[src/rtl/l2_sio_rsp_arb.sv]
// l2_sio_rsp_arb: round-robin arbiter muxing eight L2 bank response packets onto one credited SIO stream.
module l2_sio_rsp_arb #(
  parameter int NREQ = 8,
  parameter int DW = 32,
  parameter int BEATS = 17,
  parameter int CREDITS = 4,
  localparam int CW = $clog2(CREDITS + 1),
  localparam int IW = $clog2(NREQ),
  localparam int BW = $clog2(BEATS)
) (
  input  logic             iol2clk,
  input  logic             rst,
  input  logic [NREQ-1:0]    l2b_req,
  output logic [NREQ-1:0]    l2b_gnt,
  input  logic [NREQ*DW-1:0] l2b_data,
  input  logic [NREQ*2-1:0]  l2b_parity,
  input  logic [NREQ-1:0]    l2b_ue_err,
  output logic             sio_vld,
  output logic             sio_beat,
  output logic [DW-1:0]    sio_data,
  output logic [1:0]       sio_parity,
  output logic             sio_ue_err,
  input  logic             sio_credit_ret,
  output logic [CW-1:0]    credit_cnt,
  output logic             busy,
  output logic             credit_ovf
);
  typedef enum logic [1:0] {IDLE, GNT, XFER} state_e;
  state_e          state_q;
  logic [NREQ-1:0] gnt_q, req_m;
  logic [IW-1:0]   owner_q, rr_q, win;
  logic [BW-1:0]   beat_q;
  logic [CW-1:0]   credit_q;
  logic [DW-1:0]   data_q;
  logic [1:0]      par_q;
  logic            vld_q, beat_o_q, ue_q, ovf_q, found, last, take, xfer;
  // the current owner cannot win again until its packet has been sent
  assign req_m = (state_q == IDLE) ? l2b_req : l2b_req & ~(NREQ'(1) << owner_q);
  always_comb begin
    win = '0;
    found = 1'b0;
    for (int k = NREQ - 1; k >= 0; k--)
      if (req_m[(int'(rr_q) + k) % NREQ]) begin
        win = IW'((int'(rr_q) + k) % NREQ);
        found = 1'b1;
      end
  end
  assign xfer = state_q == XFER;
  assign last = xfer && beat_q == BW'(BEATS - 1);
  assign take = (state_q == IDLE || last) && found && credit_q != '0;
  always_ff @(posedge iol2clk or posedge rst) begin
    if (rst) begin
      state_q  <= IDLE;
      gnt_q    <= '0;
      owner_q  <= '0;
      rr_q     <= '0;
      beat_q   <= '0;
      credit_q <= CW'(CREDITS);
      ovf_q    <= 1'b0;
      vld_q    <= 1'b0;
      beat_o_q <= 1'b0;
      data_q   <= '0;
      par_q    <= '0;
      ue_q     <= 1'b0;
    end else begin
      gnt_q <= take ? (NREQ'(1) << win) : '0;
      if (take) begin
        state_q <= GNT;
        owner_q <= win;
        rr_q    <= (win == IW'(NREQ - 1)) ? '0 : win + 1'b1;
        beat_q  <= '0;
      end else if (state_q == GNT) begin
        state_q <= XFER;
      end else if (xfer) begin
        beat_q <= last ? '0 : beat_q + 1'b1;
        if (last) state_q <= IDLE;
      end
      // a grant and a return in the same cycle cancel out
      if (take && !sio_credit_ret)
        credit_q <= credit_q - 1'b1;
      else if (!take && sio_credit_ret) begin
        if (credit_q == CW'(CREDITS)) ovf_q <= 1'b1;
        else credit_q <= credit_q + 1'b1;
      end
      vld_q    <= xfer && beat_q == '0;
      beat_o_q <= xfer;
      data_q   <= xfer ? l2b_data[int'(owner_q)*DW +: DW] : '0;
      par_q    <= xfer ? l2b_parity[int'(owner_q)*2 +: 2] : '0;
      ue_q     <= xfer && l2b_ue_err[owner_q];
    end
  end
  assign l2b_gnt    = gnt_q;
  assign sio_vld    = vld_q;
  assign sio_beat   = beat_o_q;
  assign sio_data   = data_q;
  assign sio_parity = par_q;
  assign sio_ue_err = ue_q;
  assign credit_cnt = credit_q;
  assign busy       = state_q != IDLE;
  assign credit_ovf = ovf_q;
endmodule

[config.mk]
export PLATFORM = sky130hd
export DESIGN_NAME = l2_sio_rsp_arb
export DESIGN_NICKNAME = d
export VERILOG_FILES = /design/src/rtl/l2_sio_rsp_arb.sv
export SDC_FILE = /design/constraint.sdc
export NUM_CORES = 1
export LEC_CHECK = 0
export BUFFER_PORTS_ARGS = -buffer_cell sky130_fd_sc_hd__buf_2
export CORE_AREA = 3 3 133 135
export CTS_CLUSTER_DIAMETER = 50
export DETAILED_ROUTE_END_ITERATION = 16
export DIE_AREA = 0 0 136 138
export GPL_TIMING_DRIVEN = 0
export SLEW_MARGIN = 20
export SYNTH_ARGS = -nofsm -noshare
export SYNTH_HDL_FRONTEND = slang
export SYNTH_SLANG_ARGS = --single-unit
[constraint.sdc]
create_clock -name iol2clk -period 6.4 [get_ports iol2clk]
set_input_delay 1.28 -clock iol2clk [delete_from_list [all_inputs] [get_ports iol2clk]]
set_output_delay 1.28 -clock iol2clk [all_outputs]
set_load 0.005 [all_outputs]
==> impl_metrics.py <==
metrics = {
    "route": {
        "wire_per_inst_um": 22.3,
        "viasPerCell": 5.35,
        "wirelength_mm": 22.9,
        "ant_nets": 0,
        "drc": 0,
        "drt-initial-drc-count": 351,
        "vias": 5499,
        "first_pass_iters": 4,
    },
    "pwr": {
        "intPower_mw": 2.11,
        "power.switching_mw": 1.65,
        "switching_share_pct": 43.8,
        "power_density_nw_per_um2": 480,
        "pwr-share-seq_pct": 17.1,
        "max-vdd-ir-drop_uv": 184,
        "pwr-share-clk_pct": 13.2,
        "power_leakage_nw": 3.83,
        "pwr-share-comb_pct": 69.7,
    },
    "setup_path": {
        "crit_path_max_fanout": 10,
        "cp-start-kind": "flop",
        "cp-startpoint": "rr_q[0]$_DFFE_PP0P_",
        "crit_type": "reg2reg",
        "r2r-start": "rr_q[0]$_DFFE_PP0P_",
        "critical_path.endpoint_type": "flop",
        "worst_ep_required_time_ps": 6660,
        "crit_arrival_ps": 5250,
    },
    "cts": {
        "cts_resized": 0,
        "cts_tree": "yes",
        "clkSlewWorstSetupHoldPaths_ps": 60,
        "cts.sinks": 62,
        "clk_latency_ps": 340,
        "h-tree-depth": 3,
        "hold_buffers": 0,
        "numCtsBuffers": 9,
        "cts-root-buf": "clkbuf_16",
        "post_cts_buffers": 0,
        "clock_path_buffers": 2,
    },
    "floorplanning": {
        "die_h_um": 138,
        "io_pins": 341,
        "dieWidth_um": 136,
        "core_um2": 16600,
        "start_util_pct": 33.3,
        "die_area_um2": 18800,
        "rows": 47,
    },
    "worst_hold_path": {
        "min_path_type": "reg2reg",
        "hold_start": "credit_ovf$_DFFE_PP0P_",
    },
    "final_layout": {
        "n_fill_cell": 1615,
        "drive_above_1_share_pct": 58.6,
        "utilization_pct": 47.2,
        "nNetsFinal": 1103,
        "register_area_um2": 1550,
        "postLayoutCellArea_um2": 7830,
        "syn_to_final_growth_pct": 41.8,
        "final_cell_mix": "buf_2 (342), mux4_2 (89), dfrtp_1 (61)",
        "multi_input_area_um2": 3760,
        "final_common_cell": "buf_2",
    },
    "synth": {
        "syn-num-nets": 751,
        "synthCells": 447,
        "synth_warnings": 0,
        "synth_edf_count": 0,
        "synth_top_area_share_pct": 36.3,
        "syn_area_um2": 5520,
        "ys.flop_type": "dfrtp_1",
        "synth.distinct_cells": 61,
        "ys_seq_area_share_pct": 28.1,
        "ys_ff_latch": 62,
        "async_flop_share_pct": 100,
        "ys_top_cells_by_area": "mux4_2 (36%), dfrtp_1 (28%), mux2i_1 (10%), nor2_1 (3.5%), ha_1 (2.7%)",
        "synth_top_cell_by_area": "mux4_2",
        "synth.avg_cell_area_um2": 12.3,
    },
    "timing": {
        "finalCriticalPeriod_ps": 4990,
        "maxSlewViolCount": 0,
        "finClkSkew_ps": 10.7,
        "finalSetupViolCount": 0,
        "totalNegativeSetupSlack_ps": 0,
        "worst_slew_pin_slew_ps": 906,
        "relSlewSlack_pct": 39.6,
        "rsz0062_at_grt": "false",
        "fin_crit_sh_pct": 78.0,
        "hold_viol": 0,
        "fmax_mhz": 200,
    },
    "global_routing": {
        "overflow": 0,
        "antenna_found_initial": 13,
        "grt_start_max_net_pins": 43,
        "grt_pass1_wl_mm": 34.0,
        "first_global_vias": 5767,
        "grt_util_all_layers_pct": 24.3,
    },
    "status": {
        "status": "completed",
    },
    "placement": {
        "globalplace.congestion": 0.899,
        "port_buffers": 340,
        "dp_hpwl_mm": 19.4,
        "dpl_cell_area_um2": 7520,
    },
    "flow_run": {
        "drv_cap": 0,
    },
}
==> cells by family (layout without fill, tap and decap cells) <==
kind of cell / after synthesis / count (layout) / synth area share [%]
muxes: 149 / 149 / 47.3
other: 0 / 3 / 0
DFF: 62 / 62 / 28.1
AOI/OAI and AO/OA: 64 / 64 / 8.64
and+or+nand+nor: 104 / 104 / 8.68
adders and majority gates: 13 / 13 / 3.08
buffers and inverters: 52 / 409 / 3.65
xor gates and xnor gates: 3 / 3 / 0.476
==> layout make-up <==
cell class | count | share of cell area (%)
multi-input combinational | 333 | 48.1
antenna | 3 | 0.0959
buffer | 33 | 1.66
inverter | 19 | 0.943
tap | 220 | 3.52
clock inverter | 7 | 0.959
timing repair buffer | 341 | 22.0
clock buffer | 9 | 2.88
sequential | 62 | 19.8
==> worst max-delay path: stages (launching register included) <==
cell	delay (ps)
dfrtp_1	340
clkbuf_1	420
inv_1	260
ha_1	340
buf_2	200
clkinv_1	270
mux2i_1	270
mux4_2	310
nor3_1	90
a31oi_1	510
clkbuf_1	520
ha_1	340
inv_1	100
fa_1	420
nor3_1	190
a21oi_1	50
o21ai_0	160
o31ai_1	90
==> synthesized netlist by cell type (3+ instances only) <==
library cell	instances
clkbuf_1	26
nor3_1	8
buf_1	4
dfrtp_1	61
mux2_2	4
nand2b_1	4
a31oi_1	4
a21oi_1	18
inv_1	14
mux4_2	89
nand2_1	21
o21ai_2	4
o221ai_1	3
mux2i_1	55
inv_2	4
o21a_1	3
o21ai_1	4
ha_1	12
o21ai_0	4
nor2_1	51
and2_1	3
==> flip-flops by register name (all words and copies together) (netlist names), 2 cells and up <==
signal and cells:
credit_cnt 3, rr_q 3, state_q 2, sio_data 32, sio_parity 2, beat_q 5
owner_q 3, l2b_gnt 8
==> worst paths after layout <==
check / to / slack, ps / cells past startpoint
worst min-delay path: credit_ovf$_DFFE_PP0P_ / 470 / 1
worst max-delay path: credit_cnt[2]$_DFFE_PP1P_ / 1410 / 17
min in group asynchronous: credit_ovf$_DFFE_PP0P_ / 890 / 2
worst min register to register: credit_ovf$_DFFE_PP0P_ / 470 / 1
max in group asynchronous: credit_cnt[2]$_DFFE_PP1P_ / 4960 / 3
worst max register to register: credit_cnt[2]$_DFFE_PP1P_ / 1410 / 17
==> per-stage QoR <==
stage               worst slack (ps)  std cells  total power, mW  hold WS (ps)
detailed placement              1380       1008             3.28           459
floorplan                       2380        447             2.57           465
global route                    1000       1026             4.07           494
finish                          1410       1027             3.76           469
CTS                             1370       1024             3.78           471
global placement                1470       1007             3.25           449
==> power by group through the flow <==
| stage | logic [mW] | registers [mW] | clock network [mW] |
|---|---|---|---|
| floorplan | 1.92 | 0.654 | 0 |
| global placement | 2.61 | 0.648 | 0 |
| CTS | 2.63 | 0.645 | 0.506 |
| finish | 2.62 | 0.642 | 0.498 |
| detailed placement | 2.62 | 0.651 | 0 |
| global route | 2.88 | 0.667 | 0.525 |
==> per-layer routing <==
layer / track usage (%) / vias to the layer above / routed length [um]
met5: 0 / - / 128
met4: 4.93 / 20 / 269
met3: 7.56 / 41 / 1850
met2: 41.2 / 221 / 11800
met1: 30.6 / 2732 / 8870
li1: - / 2485 / -
Power figures use the tool's default switching activity.
